===== config.mk =====
export PLATFORM = sky130hd
export DESIGN_NAME = adder
export DESIGN_NICKNAME = d
export VERILOG_FILES = /design/src/rtl/adder_pkg.sv /design/src/rtl/adder_cla_slice.sv /design/src/rtl/adder.sv
export SDC_FILE = /design/constraint.sdc
export NUM_CORES = 1
export LEC_CHECK = 0
export BUFFER_PORTS_ARGS = -buffer_cell sky130_fd_sc_hd__buf_4
export CORE_UTILIZATION = 44
export DETAILED_ROUTE_END_ITERATION = 16
export PLACE_DENSITY = 0.8
export SETUP_SLACK_MARGIN = 0.3
export SLEW_MARGIN = 15
export SYNTH_ARGS = -nofsm -noshare
export SYNTH_HDL_FRONTEND = slang
export SYNTH_SLANG_ARGS = --single-unit

===== constraint.sdc =====
create_clock -name clk -period 0.8 [get_ports clk]
set_input_delay 0.04 -clock clk [delete_from_list [all_inputs] [get_ports clk]]
set_output_delay 0.04 -clock clk [all_outputs]
set_load 0.02 [all_outputs]

===== src/rtl/adder_pkg.sv =====
// rtl/adder_pkg.sv - shared constants and slice-count helper for the registered CLA adder
package adder_pkg;

    localparam int DEFAULT_N = 10;
    localparam int CLA_W     = 4;

    function automatic int num_slices(input int n);
        return (n + CLA_W - 1) / CLA_W;
    endfunction

endpackage


===== src/rtl/adder_cla_slice.sv =====
// rtl/adder_cla_slice.sv - W-bit carry-lookahead slice with group generate/propagate carry-out
module adder_cla_slice #(
    parameter int W = 4
) (
    input  logic [W-1:0] a,
    input  logic [W-1:0] b,
    input  logic         cin,
    output logic [W-1:0] s,
    output logic         cout
);

    logic [W-1:0] g;
    logic [W-1:0] p;
    logic [W:0]   c;
    logic         grp_g;
    logic         grp_p;

    assign g = a & b;
    assign p = a ^ b;

    // Group G/P let the slice carry-out skip over the internal bit carries.
    always_comb begin
        c     = '0;
        c[0]  = cin;
        grp_g = 1'b0;
        grp_p = 1'b1;
        for (int i = 0; i < W; i++) begin
            c[i+1] = g[i] | (p[i] & c[i]);
            grp_g  = g[i] | (p[i] & grp_g);
            grp_p  = grp_p & p[i];
        end
    end

    assign s    = p ^ c[W-1:0];
    assign cout = grp_g | (grp_p & cin);

endmodule


===== src/rtl/adder.sv =====
// rtl/adder.sv - registered N-bit unsigned adder built from a chain of CLA slices
module adder
    import adder_pkg::*;
#(
    parameter int N = DEFAULT_N
) (
    input  logic         clk,
    input  logic         rst,
    input  logic [N-1:0] input1,
    input  logic [N-1:0] input2,
    output logic [N-1:0] sum,
    output logic         cout
);

    localparam int NS = num_slices(N);

    logic [NS:0]  carry;
    logic [N-1:0] sum_d;
    logic         cout_d;
    logic [N-1:0] sum_q;
    logic         cout_q;

    assign carry[0] = 1'b0;

    // The final slice is narrower when N is not a multiple of CLA_W.
    for (genvar k = 0; k < NS; k++) begin : g_slice
        localparam int LO = k * CLA_W;
        localparam int SW = (k == NS - 1) ? (N - LO) : CLA_W;

        adder_cla_slice #(.W(SW)) u_slice (
            .a    (input1[LO +: SW]),
            .b    (input2[LO +: SW]),
            .cin  (carry[k]),
            .s    (sum_d[LO +: SW]),
            .cout (carry[k+1])
        );
    end

    assign cout_d = carry[NS];

    always_ff @(posedge clk or posedge rst) begin
        if (rst) begin
            sum_q  <= '0;
            cout_q <= 1'b0;
        end else begin
            sum_q  <= sum_d;
            cout_q <= cout_d;
        end
    end

    assign sum  = sum_q;
    assign cout = cout_q;

endmodule


After elaboration in Yosys (flattened, before gate mapping)

Index checks and enable logic that the tools add are counted.

Bitwise operators: 39

Operator list:

| kind        | number |
|---|---|
| $and 1x1->1 | 17 |
| $xor 4x4->4 | 4 |
| $or 1x1->1  | 13 |
| $and 4x4->4 | 2 |
| $xor 2x2->2 | 2 |
| $and 2x2->2 | 1 |

Register bits: 11
Input port bits: 22
Output and inout port bits: 11
Word-level logic and storage cells: 41

Logic depth before layout (Yosys ltp)

Word-level depth: 14
Depth in mapped cells: 9
Mapped depth without buffers: 9

Modules after synthesis

Synthesis repeated with hierarchy kept, for this count alone.

Cells, all modules: 62
Area total of the unflattened synthesis: 735.7 µm²

By module, submodules not included:

| module                                   | times used | cells each | area an instance (µm²) | seq. area each (µm²) |
|---|---|---|---|---|
| adder_cla_slice (g_slice[0].u_slice ...) | 2          | 19         | 185.2                  | 0.0 |
| adder                                    | 1          | 13         | 282.8                  | 275.3 |
| adder_cla_slice (g_slice[2].u_slice)     | 1          | 11         | 82.6                   | 0.0 |

Worst setup path before layout

No wires, ideal clock.

Kind: in2reg
Start: in input1[0]
End: reg sum_q[7], in the netlist sum[7]
Setup time: 123 ps
Arrival: 2653 ps
Required time: 677 ps
Setup slack: -1976 ps
Stages on the path: 8
Path buffers: 0
Path through: ha_1 -> fa_1 -> fa_1 -> fa_1 -> fa_1 -> fa_1 -> fa_1 -> xor2_1

Word-level cells in the longest chain between the ends: 14

Ends and longest elaborated chain:

| item                        | RTL line              | source |
|---|---|---|
| start, declared             | adder.sv:9            | `input logic [N-1:0] input1,` |
| $and 4x4->4                 | adder_cla_slice.sv:18 | `assign g = a & b;` |
| $and 1x1->1                 | adder_cla_slice.sv:29 | `grp_g = g[i] \| (p[i] & grp_g);` |
| $or 1x1->1                  | adder_cla_slice.sv:29 |  |
| $and 1x1->1                 | adder_cla_slice.sv:29 |  |
| $or 1x1->1                  | adder_cla_slice.sv:29 |  |
| $and 1x1->1                 | n/a                   |  |
| $or 1x1->1                  | n/a                   |  |
| $and 1x1->1                 | adder_cla_slice.sv:28 | `c[i+1] = g[i] \| (p[i] & c[i]);` |
| $or 1x1->1                  | adder_cla_slice.sv:28 |  |
| $and 1x1->1                 | adder_cla_slice.sv:28 |  |
| $or 1x1->1                  | adder_cla_slice.sv:28 |  |
| $and 1x1->1                 | adder_cla_slice.sv:28 |  |
| $or 1x1->1                  | adder_cla_slice.sv:28 |  |
| $xor 4x4->4                 | adder_cla_slice.sv:34 | `assign s = p ^ c[W-1:0];` |
| net g_slice[1].u_slice.s[3] | adder_cla_slice.sv:8  | `output logic [W-1:0] s,` |
| end signal, assigned        | adder.sv:46           | `sum_q <= sum_d;` |
| end, declared               | adder.sv:20           | `logic [N-1:0] sum_q;` |

The timed path passes the listed nets, and every way through them passes these cells.

Worst setup path in the final report

Start: in input1[0]
End: reg sum_q[6], in the netlist sum[6]

Word-level cells in the longest chain between the ends: 12

Ends and longest elaborated chain:

| item                        | RTL line |
|---|---|
| $and 4x4->4                 | adder_cla_slice.sv:18 |
| $and 1x1->1                 | adder_cla_slice.sv:29 |
| $or 1x1->1                  | adder_cla_slice.sv:29 |
| $and 1x1->1                 | adder_cla_slice.sv:29 |
| $or 1x1->1                  | adder_cla_slice.sv:29 |
| $and 1x1->1                 | n/a |
| $or 1x1->1                  | n/a |
| $and 1x1->1                 | adder_cla_slice.sv:28 |
| $or 1x1->1                  | adder_cla_slice.sv:28 |
| $and 1x1->1                 | adder_cla_slice.sv:28 |
| $or 1x1->1                  | adder_cla_slice.sv:28 |
| $xor 4x4->4                 | adder_cla_slice.sv:34 |
| net g_slice[1].u_slice.s[2] | adder_cla_slice.sv:8 |

The timed path passes the listed nets, and every way through them passes these cells.

==> results.md <==
* Run status: complete, but fails checks
* Failing checks: negative hold slack, negative setup slack
* Global-route wire length before repair at 2100 um
* Top-count cell post-synth: dfrtp_1
* Post-synth top cells: dfrtp_1, fa_1, ha_1
* Top_reg_cell synth: dfrtp_1
* IO buf count at 32
* Vias/cell at 4.94
* Share of cells above drive strength 1 at 65.0%
* CP endpoint kind: flop
* Final hold violation count at 12
* Starting Density at 49.5%
* Number of warnings issued by yosys at 0
* Cts bufs inserted at 3
* Antenna cells at 0
* Slew Limit Fails at 0
* Final setup vio count at 20
* Total power draw at 0.00179 W
* Maximum clock frequency at 424 MHz
* CTS tree: built
* RSZ-0062 raised after global routing: yes
* Slew @ Worst Pin at 0.393 ns
* Crit path kind: input port to flop
* Crit path time final at 2.36 ns
* Startpoint types: input port
* FFs w/ async S/R, synth at 100%
* Peak supply drop at 0.00117 V
* Vias in the first global route at 498
* Multi-input gate area at 329 sq um
* Worst Path Max Fanout at 2
* Max Cap Violations at 0
* Nets@finish at 117
* DR pass1 iterations at 2
* Dpl cells at 89
* Largest cells by area after synthesis: dfrtp_1, fa_1, ha_1
* Synth Cell Area at 572 sq um
* CP Cell Sequence: buf_6, ha_4, fa_2, fa_2, fa_2, fa_2, fa_2, fa_2
* # fillers at 66
* GP Congestion at 0.715
* Post-route antenna net violation count at 0
* Placement-stage cell area at 912 sq um
* Yosys reg bits at 11
* Critical Path AT at 2.56 ns
* Initial antenna violation count at 0
* Die area at 1450 sq um
* Seq/Total Area, Yosys at 48.1%
* Mean Syn Cell Area at 15.9 sq um
* Max Used Layer: met4
* Final critical-path share of the clock period at 295%
* Grt ovf at 0
* FP Rows at 12
* FF/Latch Area at 275 sq um
* Wire length on met2 at 825 um
* Clk pin slew, worst setup/hold paths at 0.07 ns
* Non-filler instance count after layout at 94
* Most common cell on crit path: fa_2
* Syn_nets at 72
* Leakage Power at 0.486 nW
* P&R area growth vs syn at 75.1%
* Post-Synthesis Cells at 36
* Hold_ws at -0.248 ns
* Clock buffer depth at 2
* DRT Wirelength at 1390 um
* Worst endpoint required time at 1.01 ns
* Die Height at 38.1 um
* WL per Instance at 14.8 um
* Fin util at 86.6%
* Area fraction of the dominant cell type after synthesis at 48.1%
* Synth unique cells at 11
* H-tree depth at 1
* Tot GR Track Use at 24.1%
* Slowest CP cell: fa_2
* Via count at 464
* Core ar. at 1160 sq um
* Pwr dens at 1790 nW/um^2
* Crit path largest cell delay at 0.54 ns
* Area leader, netlist: dfrtp_1
* DR iter-0 viols at 1
* Met3 WL post-DR at 57 um
* # clock sinks at 11
* Final setup margin at -1.56 ns
* Number of remaining DRC errors at 0
* Die W at 38.1 um
* Boundary Pins at 33
* Fin Setup TNS at -10.01 ns
* Slew margin rel. at 73.8%
* Largest net degree at the start of global routing at 12
* Hold WC Path Type: input port to async pin
* Hpwl dp at 1050 um
* M1 WL at 431 um
* Root buf cell: clkbuf_4
* Final Cell Area at 1000 sq um
* Number of synthesized flops with an enable pin at 0
metrics by stage:
step / setup WS, ns / hold slack, ns
finish: -1.56 / -0.248
global route: -1.58 / -0.228
CTS: -1.56 / -0.227
detailed placement: -1.95 / 0.0612
global placement: -1.88 / 0.0483
floorplan: -1.73 / -0.108
worst max path at each step:
stage / start / to / slack, ns / cells after the start
floorplan: input1[0] / sum[7]$_DFF_PP0_ / -1.73 / 8
global placement: input1[0] / sum[7]$_DFF_PP0_ / -1.88 / 9
detailed placement: input1[0] / sum[7]$_DFF_PP0_ / -1.95 / 9
CTS: input1[0] / sum[7]$_DFF_PP0_ / -1.56 / 9
global route: input1[0] / sum[6]$_DFF_PP0_ / -1.58 / 8
finish: input1[0] / sum[6]$_DFF_PP0_ / -1.56 / 8
cell type report:
type / instances / share of cell area [%]
repair buffers: 40 / 34.9
multi-input cells: 24 / 32.9
flip-flops and latches: 11 / 27.5
clock buffers: 4 / 2.63
well taps: 14 / 1.75
inverters: 1 / 0.375
logic make-up (layout without fill, tap and decap cells):
kind of cell | after synthesis | after routing | share of synthesized area (%)
adders and majority gates | 14 | 14 | 39.8
AOI/OAI and AO/OA | 6 | 6 | 7.00
DFF | 11 | 11 | 48.1
and+or+nand+nor | 2 | 2 | 1.31
xor gates and xnor gates | 2 | 2 | 3.06
buffers and inverters | 1 | 45 | 0.656
where the power goes:
| part | leakage, nW | internal, W | switching [W] | total [W] |
|---|---|---|---|---|
| Sequential | 0.129 | 0.000656 | 0.0000520 | 0.000708 |
| Clock | 0.0150 | 0.000193 | 0.000184 | 0.000377 |
| Combinational | 0.342 | 0.000390 | 0.000314 | 0.000704 |
critical path: cells and delay by family:
kind | cells | cell delay, ns
buf+inv | 1 | 0.10
fa+ha+maj | 7 | 2.44
registers in the layout (all words and copies together) (netlist names):
| name | count |
|---|---|
| sum | 10 |
| cout | 1 |
cell usage in the layout (no fill, tap or decap):
cell type	count
buf_4	27
buf_6	13
dfrtp_1	11
fa_2	7
ha_1	6
clkbuf_4	3
a21oi_1	2
nand2_1	2
xor2_1	2
a211o_1	1
o2111ai_2	1
o21ai_0	1
o21bai_1	1
inv_1	1
ha_4	1
clkbuf_1	1
what timing repair did:
item	4_1_cts	5_1_grt
gates resized for setup	14	0
buffers inserted	1	0
setup endpoints to repair	21	21
pin swaps	3	1
endpoints found under the hold margin	12	12
cloned	0	0
routing by layer:
metal / global-route usage [%] / up-vias
met2: 46.2 / 26
met3: 2.33 / 6
met5: 0 / -
li1: - / 211
met4: 22.3 / 0
met1: 21.1 / 221
No activity file was read; power rests on OpenSTA's default activity.
